===== config.mk =====
export PLATFORM = sky130hd
export DESIGN_NAME = rle_decompressor
export DESIGN_NICKNAME = d
export VERILOG_FILES = /design/src/rtl/ode_io_pkg.sv /design/src/rtl/carry_lookahead_adder.sv /design/src/rtl/rle_decompressor.sv
export SDC_FILE = /design/constraint.sdc
export NUM_CORES = 1
export LEC_CHECK = 0
export ABC_CLOCK_PERIOD_IN_PS = 4580
export BUFFER_PORTS_ARGS = -buffer_cell sky130_fd_sc_hd__buf_2
export CORE_MARGIN = 1
export CORE_UTILIZATION = 46
export DETAILED_ROUTE_END_ITERATION = 10
export HOLD_SLACK_MARGIN = 0.06
export PLACE_DENSITY = 0.67
export SLEW_MARGIN = 25
export SYNTH_ARGS = -nofsm -noshare
export SYNTH_HDL_FRONTEND = slang
export SYNTH_SLANG_ARGS = --single-unit

===== constraint.sdc =====
create_clock -name clk -period 4.58 [get_ports clk]
set_input_delay 0.687 -clock clk [delete_from_list [all_inputs] [get_ports clk]]
set_output_delay 0.687 -clock clk [all_outputs]
set_load 0.005 [all_outputs]

===== src/rtl/ode_io_pkg.sv =====
// Shared encodings for the ODE IO path: decompressor FSM states and RLE byte codes.
package ode_io_pkg;

  typedef enum logic [2:0] {
    S_IDLE,
    S_HEADER,
    S_LITERAL,
    S_ZERORUN,
    S_DONE
  } state_e;

  localparam logic [7:0] PAD_CODE = 8'h00;
  localparam logic [7:0] EOB_CODE = 8'h80;
  localparam int         ZRUN_BIT = 7;

  function automatic logic is_zero_run(input logic [7:0] code);
    return code[ZRUN_BIT];
  endfunction

endpackage


===== src/rtl/carry_lookahead_adder.sv =====
// Generic generate/propagate adder used for the address and element-count incrementers.
module carry_lookahead_adder #(
  parameter int WIDTH = 8
) (
  input  logic [WIDTH-1:0] a,
  input  logic [WIDTH-1:0] b,
  input  logic             cin,
  output logic [WIDTH-1:0] sum,
  output logic             cout
);

  logic [WIDTH-1:0] gen;
  logic [WIDTH-1:0] prop;
  logic [WIDTH:0]   carry;

  assign gen  = a & b;
  assign prop = a ^ b;

  always_comb begin
    // NOTE: every bit gets a value before the loop reads it, so no latch is inferred.
    carry    = '0;
    carry[0] = cin;
    for (int i = 0; i < WIDTH; i++) begin
      carry[i+1] = gen[i] | (prop[i] & carry[i]);
    end
  end

  assign sum  = prop ^ carry[WIDTH-1:0];
  assign cout = carry[WIDTH];

endmodule


===== src/rtl/rle_decompressor.sv =====
// Expands one run-length-coded operand object from a controller byte lane into
// DATA_WIDTH-bit element writes, pulsing eob when the terminator is seen.
module rle_decompressor
  import ode_io_pkg::*;
#(
  parameter int DATA_WIDTH = 32,
  parameter int ADDR_WIDTH = 10
) (
  input  logic                  clk,
  input  logic                  reset,
  input  logic                  start,
  input  logic                  in_valid,
  input  logic [7:0]            in_byte,
  output logic                  in_ready,
  output logic                  mem_we,
  output logic [ADDR_WIDTH-1:0] mem_addr,
  output logic [DATA_WIDTH-1:0] mem_wdata,
  output logic                  eob,
  output logic                  busy,
  output logic [ADDR_WIDTH:0]   count,
  output logic                  err
);

  localparam int BPE = DATA_WIDTH / 8;

  state_e                  state_q, state_d;
  logic [ADDR_WIDTH-1:0]   addr_q, addr_d, addr_inc;
  logic                    addr_carry;
  logic                    ovf_q, ovf_d;
  logic [ADDR_WIDTH:0]     count_q, count_d, count_inc;
  logic                    count_carry;
  logic [6:0]              len_q, len_d;
  logic [3:0]              idx_q, idx_d;
  logic [DATA_WIDTH-1:0]   asm_q, asm_d;
  logic                    mem_we_q, mem_we_d;
  logic [ADDR_WIDTH-1:0]   mem_addr_q, mem_addr_d;
  logic [DATA_WIDTH-1:0]   mem_wdata_q, mem_wdata_d;
  logic                    err_q, err_d;

  logic                    accept;
  logic                    write_req;
  logic [DATA_WIDTH-1:0]   write_data;
  logic [DATA_WIDTH+7:0]   shifted;

  carry_lookahead_adder #(.WIDTH(ADDR_WIDTH)) u_addr_inc (
    .a    (addr_q),
    .b    ({ADDR_WIDTH{1'b0}}),
    .cin  (1'b1),
    .sum  (addr_inc),
    .cout (addr_carry)
  );

  carry_lookahead_adder #(.WIDTH(ADDR_WIDTH+1)) u_count_inc (
    .a    (count_q),
    .b    ({(ADDR_WIDTH+1){1'b0}}),
    .cin  (1'b1),
    .sum  (count_inc),
    .cout (count_carry)
  );

  assign in_ready = ((state_q == S_HEADER) || (state_q == S_LITERAL)) && !start;
  assign accept   = in_valid && in_ready;
  // Little-endian assembly: each new byte enters at the top and slides down.
  assign shifted  = {in_byte, asm_q};

  always_comb begin
    state_d     = state_q;
    addr_d      = addr_q;
    ovf_d       = ovf_q;
    count_d     = count_q;
    len_d       = len_q;
    idx_d       = idx_q;
    asm_d       = asm_q;
    mem_we_d    = 1'b0;
    mem_addr_d  = mem_addr_q;
    mem_wdata_d = mem_wdata_q;
    err_d       = err_q;
    write_req   = 1'b0;
    write_data  = '0;

    if (start) begin
      state_d    = S_HEADER;
      addr_d     = '0;
      ovf_d      = 1'b0;
      count_d    = '0;
      err_d      = 1'b0;
      len_d      = '0;
      idx_d      = '0;
      asm_d      = '0;
      mem_addr_d = '0;
    end else begin
      unique case (state_q)
        S_IDLE: ;
        S_HEADER: begin
          if (accept) begin
            if (in_byte == EOB_CODE) begin
              state_d = S_DONE;
            end else if (is_zero_run(in_byte)) begin
              // The header itself issues the first zero; ZERORUN covers the rest.
              write_req = 1'b1;
              len_d     = in_byte[6:0] - 7'd1;
              state_d   = S_ZERORUN;
            end else if (in_byte != PAD_CODE) begin
              len_d   = in_byte[6:0];
              idx_d   = '0;
              state_d = S_LITERAL;
            end
          end
        end
        S_LITERAL: begin
          if (accept) begin
            asm_d = shifted[DATA_WIDTH+7:8];
            if (idx_q == 4'(BPE - 1)) begin
              write_req  = 1'b1;
              write_data = shifted[DATA_WIDTH+7:8];
              idx_d      = '0;
              len_d      = len_q - 7'd1;
              if (len_q == 7'd1) state_d = S_HEADER;
            end else begin
              idx_d = idx_q + 4'd1;
            end
          end
        end
        S_ZERORUN: begin
          if (len_q != 7'd0) begin
            write_req = 1'b1;
            len_d     = len_q - 7'd1;
          end else begin
            state_d = S_HEADER;
          end
        end
        S_DONE:  state_d = S_IDLE;
        default: state_d = S_IDLE;
      endcase

      if (write_req) begin
        count_d = count_carry ? count_q : count_inc;
        if (!ovf_q) begin
          mem_we_d    = 1'b1;
          mem_addr_d  = addr_q;
          mem_wdata_d = write_data;
          addr_d      = addr_carry ? addr_q : addr_inc;
          ovf_d       = addr_carry;
        end else begin
          err_d = 1'b1;
        end
      end
    end
  end

  // NOTE: state registers use non-blocking assignments so every flop samples pre-edge values.
  always_ff @(posedge clk) begin
    if (reset) begin
      state_q     <= S_IDLE;
      addr_q      <= '0;
      ovf_q       <= 1'b0;
      count_q     <= '0;
      len_q       <= '0;
      idx_q       <= '0;
      asm_q       <= '0;
      mem_we_q    <= 1'b0;
      mem_addr_q  <= '0;
      mem_wdata_q <= '0;
      err_q       <= 1'b0;
    end else begin
      state_q     <= state_d;
      addr_q      <= addr_d;
      ovf_q       <= ovf_d;
      count_q     <= count_d;
      len_q       <= len_d;
      idx_q       <= idx_d;
      asm_q       <= asm_d;
      mem_we_q    <= mem_we_d;
      mem_addr_q  <= mem_addr_d;
      mem_wdata_q <= mem_wdata_d;
      err_q       <= err_d;
    end
  end

  assign mem_we    = mem_we_q;
  assign mem_addr  = mem_addr_q;
  assign mem_wdata = mem_wdata_q;
  assign count     = count_q;
  assign err       = err_q;
  assign eob       = (state_q == S_DONE);
  assign busy      = (state_q != S_IDLE);

endmodule


==> results of run 1 <==
==> metrics by stage <==
stage / power (mW) / hold WS (ps)
2_1_floorplan: 1.021 / 436.6
3_3_place_gp: 1.044 / 444.0
3_5_place_dp: 1.046 / 450.4
4_1_cts: 1.638 / 466.4
5_1_grt: 1.687 / 485.8
6_report: 1.626 / 465.3
==> state kept, by name (all words and copies together), names as in the netlist <==
register   cells
ovf_q          1
mem_wdata     32
asm_q         24
addr_q        10
mem_we         1
mem_addr      10
state_q        3
count         11
len_q          7
err            1
idx_q          4
==> worst max-delay path: stages (launching register included) <==
cell     delay [ps]
dfxtp_1         360
ha_1            210
ha_1            180
ha_1            180
ha_1            180
ha_1            180
ha_1            180
ha_1            180
ha_1            180
ha_1            190
ha_1            410
or3_1           440
a21oi_1         140
==> cell usage in the layout (no fill, tap or decap), types with 3 or more instances in the layout <==
| cell type | n |
|---|---|
| nand3_1 | 23 |
| clkbuf_8 | 9 |
| or3_1 | 3 |
| o21ai_2 | 9 |
| o21ai_1 | 22 |
| or2_2 | 3 |
| nor3_1 | 7 |
| nor2b_1 | 3 |
| a31oi_1 | 5 |
| nor3b_1 | 4 |
| buf_4 | 3 |
| clkinv_8 | 3 |
| buf_2 | 69 |
| inv_1 | 7 |
| nand4_1 | 3 |
| a211o_1 | 3 |
| xor2_1 | 4 |
| xnor2_1 | 3 |
| o21ai_0 | 4 |
| a22o_1 | 32 |
| nand2_1 | 60 |
| a21oi_2 | 9 |
| a21oi_1 | 58 |
| nand3b_1 | 10 |
| ha_1 | 23 |
| inv_6 | 3 |
| nor2_1 | 25 |
| dfxtp_1 | 104 |
==> layout make-up <==
type	instances	area share (%)
timing repair buffer	72	7.167
multi-input combinational	348	44.32
inverter	7	0.5119
tap	133	3.242
clock inverter	7	1.780
sequential	104	40.57
clock buffer	9	2.413
==> cells by family (layout without fill, tap and decap cells) <==
family | count (synthesis) | after routing | share of synthesized area (%)
compound gates | 159 | 159 | 23.84
flops | 104 | 104 | 45.44
buf+inv | 46 | 95 | 5.243
fa+ha+maj | 23 | 23 | 6.281
xor+xnor | 7 | 7 | 1.338
mux | 2 | 2 | 0.4369
simple gates | 157 | 157 | 17.42
==> routing by layer <==
layer,global-route usage [%],wire length (µm),vias to the layer above
met4,6.800,140,0
met3,4.555,421,12
met2,33.21,4828,80
li1,-,-,1871
met5,0,0,-
met1,25.94,4773,1789
==> worst min path at each step <==
stage | cells after the start | slack (ps) | start | end
after global placement | 2 | 440 | asm_q[8] | asm_q[8]
after global routing | 2 | 490 | asm_q[10] | asm_q[10]
after detailed placement | 2 | 450 | asm_q[15] | asm_q[15]
final | 2 | 470 | asm_q[31] | asm_q[23]
after floorplan | 2 | 440 | asm_q[10] | asm_q[10]
after CTS | 2 | 470 | asm_q[31] | asm_q[23]
==> power groups by stage <==
stage	Clock, mW	Combinational, mW	Sequential [mW]
2_1_floorplan	0	0.0889	0.932
5_1_grt	0.648	0.122	0.917
3_5_place_dp	0	0.110	0.937
6_report	0.599	0.111	0.916
4_1_cts	0.612	0.111	0.916
3_3_place_gp	0	0.108	0.936
==> flow_metrics.env, run 1 <==
export IMPL_status="complete, no violations"
export IMPL_path_max_fanout=22
export IMPL_peakVddDrop_mv=0.1757
export IMPL_multi_input_area_mm2=0.002275
export IMPL_stdcell_count=680
export IMPL_finClkSkew_ps=20.18
export IMPL_cts_tree="yes"
export IMPL_start_util_pct=47.09
export IMPL_rsz0062_at_grt="false"
export IMPL_numCtsBuffers=9
export IMPL_arrival_ps=3370
export IMPL_ios=70
export IMPL_dr_first_iter_drc_count=132
export IMPL_worst_slack_ps=1510
export IMPL_timing_final_hold_violations=0
export IMPL_synthFlopType="dfxtp_1"
export IMPL_gp_congestion=0.7890
export IMPL_yosys_top_cells_area="dfxtp_1 (45%), a21oi_1 (6.3%), ha_1 (6.3%)"
export IMPL_fin_crit_sh_pct=67.03
export IMPL_p_seq_share_pct=56.3
export IMPL_swShare_pct=28.03
export IMPL_yosys_warnings=0
export IMPL_pre_cts_ws_ps=1414
export IMPL_cts_max_path_buffers=2
export IMPL_synth_most_common_cell="dfxtp_1"
export IMPL_wire_per_inst_um=14.95
export IMPL_utilization_pct=52.75
export IMPL_gr_total_overflow=0
export IMPL_antenna_found_initial=0
export IMPL_slew_headroom_pct=36.77
export IMPL_finalSetupTns_ps=0
export IMPL_area_growth_pct=12.02
export IMPL_synth_cells=498
export IMPL_place_inst=664
export IMPL_yosysUniqueCellTypes=54
export IMPL_clock_sinks=104
export IMPL_grt_pass1_wl_um=16490
export IMPL_htree_num_levels=3
export IMPL_portBuffers=69
export IMPL_worst_pin_slew_ps=948.5
export IMPL_first_global_vias=3423
export IMPL_path_class="flop to flop"
export IMPL_syn_avg_cell_area_um2=9.201
export IMPL_cts_hold_buf=0
export IMPL_fill_cells=943
export IMPL_slew_viol_final=0
export IMPL_cap_violations=0
export IMPL_switching_power_uw=455.7
export IMPL_final_nets=577
export IMPL_clockPowerShare_pct=36.8
export IMPL_synth_top_area_share_pct=45.44
export IMPL_syn_area_mm2=0.004582
export IMPL_viasPerCell=5.518
export IMPL_reg2reg_depth=12
export IMPL_pwr_share_comb_pct=6.8
export IMPL_post_cts_resize_count=0
export IMPL_num_antenna_cells=0
export IMPL_endpoint_kind="flop"
export IMPL_r2r_start="count[0]"
export IMPL_seqCellArea_mm2=0.002082
export IMPL_start_kind="flop"
export IMPL_core_area_mm2=0.009729
export IMPL_die_area_mm2=0.01036
export IMPL_hold_class="flop to flop"
export IMPL_async_flop_share_pct=0
export IMPL_drc_errors=0
export IMPL_leakagePower_nw=2.020
export IMPL_place_area_mm2=0.004915
export IMPL_syn_nets=533
export IMPL_synth_edff_count=0
export IMPL_ant_nets=0
export IMPL_ff2ff_setup_slack_ps=1510
export IMPL_synth_seq_area_share_pct=45.44
export IMPL_synth_seq_cells=104
export IMPL_num_rows=36
export IMPL_layout_drive_gt1_share_pct=22.67
export IMPL_yosys_top_cells_count="dfxtp_1 (104), nand2_1 (60), a21oi_1 (58)"
export IMPL_vias=3752
export IMPL_setup_viol=0
export IMPL_cts_setup_buffers=0
export IMPL_startpoint="count[0]"
export IMPL_design_area_mm2=0.005132
export IMPL_cts_root_buf="clkbuf_8"
export IMPL_clkTransAtPathRegs_ps=130
export IMPL_die_x_um=101.8
export IMPL_die_height_um=101.8
export IMPL_min_period_ps=3070
export IMPL_synth_top_area_cell="dfxtp_1"
export IMPL_pwr_density_cell_mw_per_mm2=316.8
export IMPL_grt_max_degree=48
export IMPL_worstPathRequired_ps=4880
export IMPL_fmax_mhz=325.7
export IMPL_setup_worst_path_end="count[0]"
export IMPL_r2r_end="count[0]"
export IMPL_firstDrtPassIters=6
export IMPL_internal_power_mw=1.170
export IMPL_drt_total_wl_um=10160
export IMPL_grt_usage_pct=20.14
export IMPL_clk_latency_ps=380
export IMPL_dp_hpwl_um=6666
No activity file was read; power rests on OpenSTA's default activity.
==> inputs of run 2 (changes only) <==
ABC_CLOCK_PERIOD_IN_PS = 2980   (was 4580)
clock period = 2.98 ns   (was 4.58 ns; I/O delays follow)
==> run 2 against run 1 <==
Global-route usage up 0.49 points. Clock skew down 7.1 ps. First-iteration DRC count up 58%. Clock-buffer cell count up 1. Critical path depth unchanged. Hold slack worse by 110 ps. Combinational power up 59%. Die area unchanged. Via count up 2.2%. Total power up 56%. Non-clock buffer count up 11. Sequential power up 54%. Critical path type unchanged. Highest routed layer unchanged.
==> flow_metrics.env, run 2 (synthesis gave the netlist of run 1 again) <==
export IMPL_status="complete, no violations"
export IMPL_grt_pass1_wl_um=16930
export IMPL_drt_total_wl_um=10210
export IMPL_leakagePower_nw=2.075
export IMPL_endpoint_kind="flop"
export IMPL_largest_reg_flops=32
export IMPL_ant_nets=0
export IMPL_gp_congestion=0.8132
export IMPL_antenna_found_initial=0
export IMPL_holdPathStages=3
export IMPL_design_area_mm2=0.005218
export IMPL_finalSetupTns_ps=0
export IMPL_cts_root_buf="clkbuf_8"
export IMPL_finClkSkew_ps=13.06
export IMPL_path_class="flop to flop"
export IMPL_pre_cts_ws_ps=82.79
export IMPL_final_nets=588
export IMPL_cts_max_path_buffers=2
export IMPL_portBuffers=69
export IMPL_timing_final_hold_violations=0
export IMPL_most_common_layout_cells="dfxtp_1 (104), buf_2 (69), nand2_1 (60)"
export IMPL_setup_viol=0
export IMPL_place_area_mm2=0.004996
export IMPL_worst_pin_slew_ps=776.0
export IMPL_cts_hold_buf=0
export IMPL_layout_drive_gt1_share_pct=24.01
export IMPL_first_global_vias=3656
export IMPL_area_growth_pct=13.87
export IMPL_fin_crit_sh_pct=94.57
export IMPL_firstDrtPassIters=4
export IMPL_slew_headroom_pct=48.20
export IMPL_die_x_um=101.8
export IMPL_gr_total_overflow=0
export IMPL_wire_per_inst_um=14.77
export IMPL_place_inst=675
export IMPL_p_total_mw=2.539
export IMPL_die_height_um=101.8
export IMPL_clk_latency_ps=370
export IMPL_rsz0062_at_grt="false"
export IMPL_worst_slack_ps=161.7
export IMPL_max_stage_delay_ps=350
export IMPL_start_kind="flop"
export IMPL_slowest_stage="dfxtp_1"
export IMPL_cap_violations=0
export IMPL_core_area_mm2=0.009729
export IMPL_stdcell_count=691
export IMPL_clkTransAtPathRegs_ps=110
export IMPL_min_period_ps=2818
export IMPL_slew_viol_final=0
export IMPL_arrival_ps=3130
export IMPL_fmax_mhz=354.8
export IMPL_dp_hpwl_um=6704
export IMPL_worstPathRequired_ps=3290
export IMPL_hold_class="primary input to flop"
export IMPL_dr_first_iter_drc_count=208
export IMPL_die_area_mm2=0.01036
export IMPL_htree_num_levels=3
export IMPL_peakVddDrop_mv=0.3047
export IMPL_viasPerCell=5.550
export IMPL_layout_commonest_cell="dfxtp_1"
export IMPL_pwr_density_cell_mw_per_mm2=486.7
export IMPL_grt_max_degree=37
export IMPL_reg2reg_depth=12
export IMPL_path_cells="ha_1, ha_1, ha_1, ha_1, ha_1, ha_1, ha_1, ha_1, ha_1, or2_4, or3_1, a21oi_1"
export IMPL_clock_sinks=104
export IMPL_num_rows=36
export IMPL_utilization_pct=53.63
export IMPL_start_util_pct=47.09
export IMPL_drc_errors=0
export IMPL_whs_ps=358.8
export IMPL_ios=70
export IMPL_vias=3835
export IMPL_path_max_fanout=11
export IMPL_numCtsBuffers=9
export IMPL_grt_usage_pct=20.62
export IMPL_crit_top_cell="ha_1"
export IMPL_num_antenna_cells=0
export IMPL_cts_tree="yes"
run 2: changes by cell type in the layout (fill, tap and decap cells not counted), sizes merged:
cell	delta
buf	+11
bufinv	+1
clkbuf	+1
clkinv	-1
inv	-1
run 2: repair_timing:
item	4_1_cts	5_1_grt
endpoints found under the setup margin	0	1
resized for setup	0	1
setup buffers	0	0
run 2: worst paths after layout:
check / endpoint / startpoint / slack, ps
max: addr_q[0] / addr_q[0] / 160
min: asm_q[25] / in_byte[1] / 360
max reg2reg: addr_q[0] / addr_q[0] / 160
min reg2reg: asm_q[10] / asm_q[10] / 460
run 2: layer usage:
metal / part of all wire [%] / GRT usage [%] / vias up / wire [µm]
met5: 0 / 0 / - / 0
met4: 1.1 / 7.023 / 0 / 113
met3: 4.5 / 4.693 / 13 / 459
met2: 49 / 34.98 / 78 / 4967
met1: 46 / 25.74 / 1844 / 4668
li1: - / - / 1900 / -
run 2: power breakdown:
| group | switching (mW) | internal (mW) |
|---|---|---|
| clock | 0.526 | 0.430 |
| combinational | 0.115 | 0.0616 |
| sequential | 0.0115 | 1.40 |
| total | 0.652 | 1.89 |
run 2: layout make-up:
cell class | count | area, µm²
Clock buffer | 10 | 137.6
Clock inverter | 6 | 81.33
Fill cell | 928 | 4512
Inverter | 7 | 26.28
Multi-Input combinational cell | 348 | 2273
Sequential cell | 104 | 2082
Tap cell | 133 | 166.4
Timing Repair Buffer | 83 | 450.4
run 2: worst max-delay path, delay by kind of cell, from the launching register on:
kind / cells / cell delay, ps
AO/OA/AOI/OAI: 1 / 140
flip-flops: 1 / 350
AND/OR/NAND/NOR: 2 / 600
adder cells (fa/ha/maj): 9 / 1660
==> inputs of run 3 (changes only) <==
CELL_PAD_IN_SITES_DETAIL_PLACEMENT = 0   (was default)
CELL_PAD_IN_SITES_GLOBAL_PLACEMENT = 1   (was default)
CORE_UTILIZATION = 43   (was 46)
PLACE_DENSITY = default   (was 0.67)
PLACE_DENSITY_LB_ADDON = 0.1   (was default)
==> run 3 against run 2 <==
Hold slack gained 17 ps. Non-clock buffer count is 1 higher. Setup slack improved by 7.0 ps.
==> flow_metrics.env, run 3 (synthesis gave the netlist of run 1 again) <==
export IMPL_status="complete, no violations"
export IMPL_path_cells="ha_1, ha_1, ha_1, ha_1, ha_1, ha_1, ha_1, ha_1, ha_1, or2_4, or3_1, a21oi_1"
export IMPL_rsz0062_at_grt="false"
export IMPL_numCtsBuffers=9
export IMPL_drc_errors=0
export IMPL_portBuffers=69
export IMPL_switching_power_uw=633.2
export IMPL_gr_total_overflow=0
export IMPL_swShare_pct=26.33
export IMPL_num_rows=37
export IMPL_crit_top_cell="ha_1"
export IMPL_start_kind="flop"
export IMPL_pwr_share_comb_pct=7.4
export IMPL_worst_slack_ps=168.7
export IMPL_leakagePower_nw=2.061
export IMPL_slew_viol_final=0
export IMPL_crit_buf_inv=0
export IMPL_pwr_density_cell_mw_per_mm2=463.4
export IMPL_endpoint_kind="flop"
export IMPL_setup_viol=0
export IMPL_slew_headroom_pct=41.76
export IMPL_firstDrtPassIters=4
export IMPL_grt_usage_pct=19.04
export IMPL_finalSetupTns_ps=0
export IMPL_most_common_layout_cells="dfxtp_1 (103), buf_2 (69), nand2_1 (60)"
export IMPL_die_x_um=105.2
export IMPL_hold_class="primary input to flop"
export IMPL_path_class="flop to flop"
export IMPL_path_delay_family="adder cells"
export IMPL_final_nets=589
export IMPL_internal_power_mw=1.772
export IMPL_die_height_um=105.2
export IMPL_ant_nets=0
export IMPL_clk_latency_ps=360
export IMPL_gp_congestion=0.7743
export IMPL_fin_crit_sh_pct=94.34
export IMPL_peakVddDrop_mv=0.2495
export IMPL_area_growth_pct=13.27
export IMPL_slowest_stage="dfxtp_1"
export IMPL_dp_hpwl_um=6843
export IMPL_core_area_mm2=0.01032
export IMPL_path_max_fanout=11
export IMPL_start_util_pct=44.38
export IMPL_ios=70
export IMPL_wire_per_inst_um=14.66
export IMPL_first_global_vias=3521
export IMPL_min_period_ps=2811
export IMPL_timing_final_hold_violations=0
export IMPL_arrival_ps=3110
export IMPL_cts_tree="yes"
export IMPL_drt_total_wl_um=10190
export IMPL_clockPowerShare_pct=34.1
export IMPL_stdcell_count=695
export IMPL_die_area_mm2=0.01107
export IMPL_pre_cts_ws_ps=70.52
export IMPL_num_antenna_cells=0
export IMPL_antenna_found_initial=0
export IMPL_cap_violations=0
export IMPL_clock_sinks=104
export IMPL_worst_pin_slew_ps=873.6
export IMPL_viasPerCell=5.436
export IMPL_finClkSkew_ps=18.40
export IMPL_grt_pass1_wl_um=17110
export IMPL_vias=3778
export IMPL_fmax_mhz=355.7
export IMPL_worstPathRequired_ps=3280
export IMPL_dr_first_iter_drc_count=151
export IMPL_largest_reg_flops=32
export IMPL_grt_max_degree=40
export IMPL_cts_root_buf="clkbuf_8"
export IMPL_cts_max_path_buffers=2
export IMPL_layout_commonest_cell="dfxtp_1"
export IMPL_max_stage_delay_ps=350
export IMPL_p_seq_share_pct=58.5
export IMPL_place_inst=679
export IMPL_htree_num_levels=3
export IMPL_clkTransAtPathRegs_ps=100
export IMPL_layout_drive_gt1_share_pct=24.33
export IMPL_p_total_mw=2.405
[run 3: metal layers]
metal / GRT usage (%) / vias up / part of all wire, %
li1: - / 1902 / -
met3: 3.711 / 5 / 3.6
met1: 24.83 / 1807 / 48
met2: 31.67 / 64 / 48
met5: 0 / - / 0
met4: 5.936 / 0 / 0.74
[run 3: worst reg2reg max path, stage by stage, from the launching register on]
cell and delay, ps:
dfxtp_1 350, ha_1 200, ha_1 180, ha_1 180
ha_1 180, ha_1 180, ha_1 170, ha_1 180
ha_1 180, ha_1 210, or2_4 290, or3_1 320
a21oi_1 140
[run 3: timing repair]
action / CTS / global route
gates resized for setup: 0 / 2
buffers inserted: 0 / 0
hold buffers: 0 / 0
hold endpoints to repair: 0 / 0
setup endpoints to repair: 0 / 3
[run 3: layout make-up]
class / count / area, µm²
Fill cell: 1028 / 5134
Sequential cell: 104 / 2083
Inverter: 7 / 26.28
Timing Repair Buffer: 84 / 457.9
Clock inverter: 7 / 55.05
Tap cell: 136 / 170.2
Multi-Input combinational cell: 348 / 2273
Clock buffer: 9 / 123.9
[run 3: power by group through the flow]
stage               sequential, mW  clock [mW]  combinational [mW]
floorplan                     1.43           0               0.137
global placement              1.44           0               0.177
detailed placement            1.44           0               0.178
CTS                           1.41       0.856               0.179
global route                  1.41       0.910               0.196
finish                        1.41       0.820               0.177
[run 3: path summary, 6_finish.rpt]
| kind | from | end | slack (ps) | depth (start not counted) |
|---|---|---|---|---|
| hold reg to reg | asm_q[24] | asm_q[16] | 460 | 2 |
| setup / recovery | addr_q[0] | addr_q[0] | 170 | 12 |
| setup reg to reg | addr_q[0] | addr_q[0] | 170 | 12 |
| hold / removal | in_byte[6] | asm_q[30] | 380 | 3 |
[run 3: stage by stage]
| step | area [µm²] | hold slack [ps] | utilization (%) |
|---|---|---|---|
| 6_report | 5190 | 375.5 | 50.27 |
| 5_1_grt | 5190 | 361.6 | 50.27 |
| 4_1_cts | 5186 | 353.6 | 50.24 |
| 3_5_place_dp | 5007 | 450.0 | 48.50 |
| 3_3_place_gp | 5007 | 446.2 | 48.50 |
| 2_1_floorplan | 4582 | 436.6 | - |
